--- src/rtl/seg_display_scanner.sv ---
`default_nettype none
// ============================================================================
// Module   : seg_display_scanner
// Purpose  : Time-multiplexed 7-segment scanner with anti-ghost blanking,
//            leading-zero suppression, decimal points and per-digit blink.
// Revision : 1.0  initial release
// ============================================================================
module seg_display_scanner #(
    parameter int NUM_DIGITS   = 4,
    parameter int DIV          = 500000,
    parameter int BLANK_CYCLES = 1000,
    parameter int BLINK_TICKS  = 50
) (
    input  logic                    clk,
    input  logic                    reset,
    input  logic [4*NUM_DIGITS-1:0] digits,
    input  logic [NUM_DIGITS-1:0]   dp_mask,
    input  logic [NUM_DIGITS-1:0]   blink_mask,
    input  logic                    blank_lz,
    output logic [7:0]              ss,
    output logic [NUM_DIGITS-1:0]   enables
);

    localparam int c_PRESC_W = (DIV > 1) ? $clog2(DIV) : 1;
    localparam int c_IDX_W   = $clog2(NUM_DIGITS);
    localparam int c_BLANK_W = $clog2(BLANK_CYCLES + 1);
    localparam int c_BLINK_W = $clog2(BLINK_TICKS + 1);

    localparam logic [c_PRESC_W-1:0] c_PRESC_LAST = c_PRESC_W'(DIV - 1);
    localparam logic [c_IDX_W-1:0]   c_IDX_LAST   = c_IDX_W'(NUM_DIGITS - 1);
    localparam logic [c_BLANK_W-1:0] c_BLANK_LAST = c_BLANK_W'(BLANK_CYCLES - 1);
    localparam logic [c_BLINK_W-1:0] c_BLINK_LAST = c_BLINK_W'(BLINK_TICKS - 1);

    typedef enum logic [0:0] {
        S_BLANK = 1'b0,
        S_SHOW  = 1'b1
    } state_t;

    state_t                 r_state;
    logic [c_PRESC_W-1:0]   r_presc;
    logic [c_IDX_W-1:0]     r_idx;
    logic [c_BLANK_W-1:0]   r_blank_cnt;
    logic [c_BLINK_W-1:0]   r_blink_cnt;
    logic                   r_blink_phase;

    logic                   w_tick;
    logic [c_IDX_W-1:0]     w_idx_next;
    logic [NUM_DIGITS-1:0]  w_upper_zero;
    logic [3:0]             w_nibble;
    logic                   w_sel_dp;
    logic                   w_sel_blink;
    logic                   w_sel_lz;
    logic [NUM_DIGITS-1:0]  w_en_show;
    logic [6:0]             w_seg_hex;
    logic [7:0]             w_ss_show;

    assign w_tick     = (r_presc == c_PRESC_LAST);
    assign w_idx_next = (r_idx == c_IDX_LAST) ? '0 : r_idx + 1'b1;

    // w_upper_zero[i] is set when digit i and every digit above it are zero
    always_comb begin
        logic w_zero_run;
        w_zero_run   = 1'b1;
        w_upper_zero = '0;
        for (int i = NUM_DIGITS - 1; i >= 0; i--) begin
            w_zero_run      = w_zero_run && (digits[4*i +: 4] == 4'h0);
            w_upper_zero[i] = w_zero_run;
        end
    end

    always_comb begin
        w_nibble    = 4'h0;
        w_sel_dp    = 1'b0;
        w_sel_blink = 1'b0;
        w_sel_lz    = 1'b0;
        w_en_show   = '1;
        for (int i = 0; i < NUM_DIGITS; i++) begin
            if (r_idx == c_IDX_W'(i)) begin
                w_nibble     = digits[4*i +: 4];
                w_sel_dp     = dp_mask[i];
                w_sel_blink  = blink_mask[i];
                w_sel_lz     = (i != 0) && blank_lz && w_upper_zero[i];
                w_en_show[i] = 1'b0;
            end
        end
    end

    always_comb begin
        case (w_nibble)
            4'h0:    w_seg_hex = 7'h40;
            4'h1:    w_seg_hex = 7'h79;
            4'h2:    w_seg_hex = 7'h24;
            4'h3:    w_seg_hex = 7'h30;
            4'h4:    w_seg_hex = 7'h19;
            4'h5:    w_seg_hex = 7'h12;
            4'h6:    w_seg_hex = 7'h02;
            4'h7:    w_seg_hex = 7'h78;
            4'h8:    w_seg_hex = 7'h00;
            4'h9:    w_seg_hex = 7'h10;
            4'hA:    w_seg_hex = 7'h08;
            4'hB:    w_seg_hex = 7'h03;
            4'hC:    w_seg_hex = 7'h46;
            4'hD:    w_seg_hex = 7'h21;
            4'hE:    w_seg_hex = 7'h06;
            default: w_seg_hex = 7'h0E;
        endcase
    end

    // Decimal point follows dp_mask even when the digit body is suppressed
    assign w_ss_show = {~w_sel_dp,
                        (w_sel_lz || (r_blink_phase && w_sel_blink)) ? 7'h7F : w_seg_hex};

    always_ff @(posedge clk or posedge reset) begin
        if (reset) begin
            r_state       <= S_BLANK;
            r_presc       <= '0;
            r_idx         <= '0;
            r_blank_cnt   <= '0;
            r_blink_cnt   <= '0;
            r_blink_phase <= 1'b0;
            ss            <= 8'hFF;
            enables       <= '1;
        end else begin
            if (w_tick) begin
                r_presc <= '0;
                if (r_blink_cnt == c_BLINK_LAST) begin
                    r_blink_cnt   <= '0;
                    r_blink_phase <= ~r_blink_phase;
                end else begin
                    r_blink_cnt <= r_blink_cnt + 1'b1;
                end
            end else begin
                r_presc <= r_presc + 1'b1;
            end

            case (r_state)
                S_BLANK: begin
                    ss      <= 8'hFF;
                    enables <= '1;
                    if (r_blank_cnt == c_BLANK_LAST) begin
                        r_state <= S_SHOW;
                        ss      <= w_ss_show;
                        enables <= w_en_show;
                    end else begin
                        r_blank_cnt <= r_blank_cnt + 1'b1;
                    end
                end
                S_SHOW: begin
                    if (w_tick) begin
                        r_state     <= S_BLANK;
                        r_idx       <= w_idx_next;
                        r_blank_cnt <= '0;
                        ss          <= 8'hFF;
                        enables     <= '1;
                    end else begin
                        ss      <= w_ss_show;
                        enables <= w_en_show;
                    end
                end
                default: begin
                    r_state <= S_BLANK;
                    ss      <= 8'hFF;
                    enables <= '1;
                end
            endcase
        end
    end

endmodule
`default_nettype wire

--- config.mk ---
export PLATFORM = sky130hd
export DESIGN_NAME = seg_display_scanner
export DESIGN_NICKNAME = d
export VERILOG_FILES = /design/src/rtl/seg_display_scanner.sv
export SDC_FILE = /design/constraint.sdc
export NUM_CORES = 1
export LEC_CHECK = 0
export CORE_MARGIN = 2
export CORE_UTILIZATION = 50
export DETAILED_ROUTE_END_ITERATION = 6
export GPL_TIMING_DRIVEN = 0
export PLACE_DENSITY = 0.74
export SYNTH_ARGS = -nofsm -noshare
export SYNTH_HDL_FRONTEND = slang
export SYNTH_SLANG_ARGS = --single-unit
--- constraint.sdc ---
create_clock -name clk -period 3.8 [get_ports clk]
set_input_delay 0.57 -clock clk [delete_from_list [all_inputs] [get_ports clk]]
set_output_delay 0.57 -clock clk [all_outputs]
set_load 0.03 [all_outputs]
==> key figures <==
Setup path
  – Required time at the worst-slack endpoint: roughly 4000 ps
  – CP endpoint kind: flop
  – Worst EP arrival: 2960 ps
  – Worst setup path class: flop to flop
  – CP Max Fanout: 10
  – Critical Path Source Type: flop

Floorplan
  – Vertical die dimension: roughly 80 microns
  – Initial cell density of the core: between 50% and 60%
  – Std-Cell Core Area: about 0.0055 sq mm
  – Num ports: 39
  – Total Die Area: between 0.006 and 0.007 sq mm
  – Number of placement rows: 27
  – Die width: between 70 and 80 microns

Detailed routing
  – Total via count after detailed routing: 2218
  – Remaining antenna violation count: 0
  – Detail-routed via count per cell: between 5 and 6
  – Violation count after the first detailed-route iteration: 109
  – Number of detailed-routing iterations run before antenna repair: 4
  – DRT Wirelength: 5.67 mm
  – DRC Markers: 0
  – Routed wire length per instance: 14.1 microns

Synth
  – Fraction of the mapped netlist area in compound gates: about an eighth
  – Share of synthesized area occupied by flip-flops and latches: 45.4%
  – Syn Std Cell Area: approximately 0.0028 sq mm
  – Simple-gate share of the synthesized area: between 20% and 30%
  – Syn_nets: approximately 330
  – Number of flops mapped to enable cells by yosys: 0
  – Share of flip-flops with an asynchronous set or reset after synthesis: 100%
  – Combinational family with the most area after synthesis: simple AND/OR/NAND/NOR gates
  – YS warnings: 0
  – Seq cells post-synth: between 50 and 60
  – Synthesized area divided by synthesized cell count: 10.0 sq um
  – Share of synthesized cell area in full adder, half adder and majority cells: around 6.6%
  – Fraction of synthesized cell area in xor and xnor cells: ~6.8%
  – Synthesized instance count: 283
  – Share of synthesized area spent on multiplexers: ~1.1%
  – Cell variety after synth: 53
  – Dominant synthesized flop cell: dfrtp_1

Timing
  – Setup repair after global routing missed its margin: false
  – Peak clock frequency supported by timing: 0.363 GHz
  – Final worst path period need: 2760 ps
  – Hold Violations, Final: 0
  – Slew @ Worst Pin: between 700 and 800 ps
  – Finish-stage setup viols: 0
  – Tightest hold margin: slightly below 500 ps
  – Worst clock skew: 10.7 ps
  – Max-slew violation total from the final report: 0
  – Final total negative setup slack: 0 ps
  – Relative slew margins: between 40% and 50%
  – Tcrit/Tclk final: 72.6%

Finish
  – Multi-input gate area: ~0.0015 sq mm
  – Diodes inserted: 0
  – Final cell area excluding filler cells: roughly 0.0034 sq mm
  – Most frequent standard cell in the layout excluding fill and tap cells: dfrtp_1
  – Area added between synthesis and finish: 21.0%
  – Fill count: around 450
  – Layout cells sized above 1: 13.0%
  – Final layout net count: roughly 370
  – Area used by sequential logic in the layout: 0.00129 sq mm
  – Most used cells in the layout excluding fill and tap cells: dfrtp_1, clkdlybuf4s50_1, nand2_1

Power
  – Sequential group share of total power: approximately 56%
  – Int Power: 776 uW
  – Maximum vdd ir drop: between 0.15 and 0.2 mV
  – Switching power as a share of total power: about a fifth
  – Clock Power Share: between 30% and 40%
  – Power per Cell Area: about 280 mW/mm^2
  – Net switching power: approximately 200 uW
  – Combinational cell fraction of total power: under 10%
  – Leakage power: 0.00145 uW

GRT
  – Via count of the first global-routing pass: about 2.2k
  – Global routing usage summed across all routing layers: ~20%
  – Largest net degree at the start of global routing: 36
  – Initial antenna violation count: 0
  – First-pass GRT wire length: ~9.9 mm
  – Total congestion overflow: 0

Placement
  – Final HPWL DP: around 4.3 mm
  – Final estimated routing congestion in global placement: 0.932
  – Port buffer count: 38
  – Standard cell area after detailed placement: between 0.003 and 0.004 sq mm

Clocking
  – Number of gates resized after CTS: 0
  – Hold buffer count at CTS: 0
  – Worst-Skew Late Latency: about 300 ps
  – Cell at the root of the clock tree: clkbuf_8
  – TritonCTS clock tree: done
  – Clock-pin transition on the worst setup and hold timing paths: roughly 90 ps
  – Longest Clk Path Bufs: 2
  – Number of setup buffers added after CTS: 0
  – H-tree levels: 2
  – Number of sinks on the clock net: roughly 50
  – CTS buffer count: 5

Worst hold path
  – Hold Crit Class: flop to flop

Run
  – Number of maximum-capacitance violations: 0

Outcome
  – Status: complete, no violations
## logic make-up after synthesis
family	Yosys count
flops	51
compound gates	49
fa+ha+maj	15
xor+xnor	22
buf+inv	20
simple gates	123
mux	3
## flip-flops by register name (all words and copies together), names as in the netlist
register       flops
r_idx              2
r_state            1
enables            4
ss                 8
r_blank_cnt       10
r_blink_cnt        6
r_blink_phase      1
r_presc           19
## metrics by stage
stage | utilization, % | instances | power, uW | worst slack, ps
floorplan | - | 283 | 582 | 1440
global placement | 60.1 | 393 | 618 | 999
detailed placement | 60.5 | 394 | 622 | 964
CTS | 62.4 | 402 | 991 | 1060
global route | 62.4 | 402 | 1020 | 836
finish | 62.4 | 402 | 977 | 1040
## layout make-up
cell class | count | area share [%]
multi-input cells | 212 | 42.4
flip-flops and latches | 51 | 37.6
repair buffers | 39 | 11.6
well taps | 72 | 2.62
clock buffers | 7 | 2.22
plain buffers | 8 | 1.35
inverters | 12 | 1.31
clock inverters | 1 | 0.873
## critical path, stage by stage, from the launching register on
cell and delay, ps:
dfrtp_1 420, ha_1 200, buf_2 160, buf_2 190
and2_0 160, o21ai_0 580, inv_1 220, ha_1 290
nor2b_1 150, a21oi_1 160, o221ai_1 140
## power by group through the flow
stage / Combinational (uW) / Sequential [uW] / Clock [uW]
4_1_cts: 69.2 / 543 / 379
3_5_place_dp: 69.1 / 553 / 0
5_1_grt: 76.8 / 543 / 403
3_3_place_gp: 65.0 / 553 / 0
6_report: 69.0 / 543 / 366
2_1_floorplan: 29.2 / 553 / 0
## synthesized netlist by cell type (2+ instances only)
cell type | n | area (sq um)
dfstp_2 | 12 | 315
a221oi_1 | 3 | 26.3
dfrtp_1 | 39 | 976
o221ai_1 | 4 | 35.0
o211ai_1 | 2 | 15.0
nor4b_2 | 2 | 30.0
ha_1 | 15 | 188
buf_2 | 7 | 35.0
mux2_2 | 2 | 22.5
or2_1 | 2 | 12.5
nand3_1 | 15 | 75.1
o31ai_1 | 2 | 15.0
xor2_1 | 12 | 105
nand2b_1 | 2 | 12.5
a22o_1 | 4 | 35.0
nor3_1 | 4 | 20.0
xnor2_1 | 10 | 87.6
and3_1 | 7 | 43.8
nand3b_1 | 4 | 30.0
a211oi_1 | 2 | 15.0
nand2_1 | 32 | 120
nor4_1 | 6 | 37.5
nor2_1 | 24 | 90.1
inv_1 | 12 | 45.0
nor3b_1 | 4 | 30.0
or3_1 | 2 | 12.5
a21oi_1 | 6 | 30.0
nor2_2 | 2 | 12.5
nand4_1 | 4 | 25.0
nor2b_1 | 5 | 31.3
o21ai_0 | 14 | 70.1
## path summary, 6_finish.rpt
path | to | depth (start not counted) | slack, ps | from
worst max-delay path | ss[5] | 10 | 1040 | r_idx[0]
worst min-delay path | r_presc[18] | 1 | 490 | r_presc[18]
worst max register to register | ss[5] | 10 | 1040 | r_idx[0]
worst min register to register | r_presc[18] | 1 | 490 | r_presc[18]
max in group asynchronous | enables[2] | 3 | 2660 | reset
min in group asynchronous | r_presc[14] | 2 | 560 | reset
## metal layers
layer / part of all wire (%) / track usage, %
met5: 0 / 0
met2: 48 / 32.5
met4: 2.0 / 8.10
met3: 2.9 / 3.39
met1: 48 / 26.5
No activity file was read; power rests on OpenSTA's default activity.
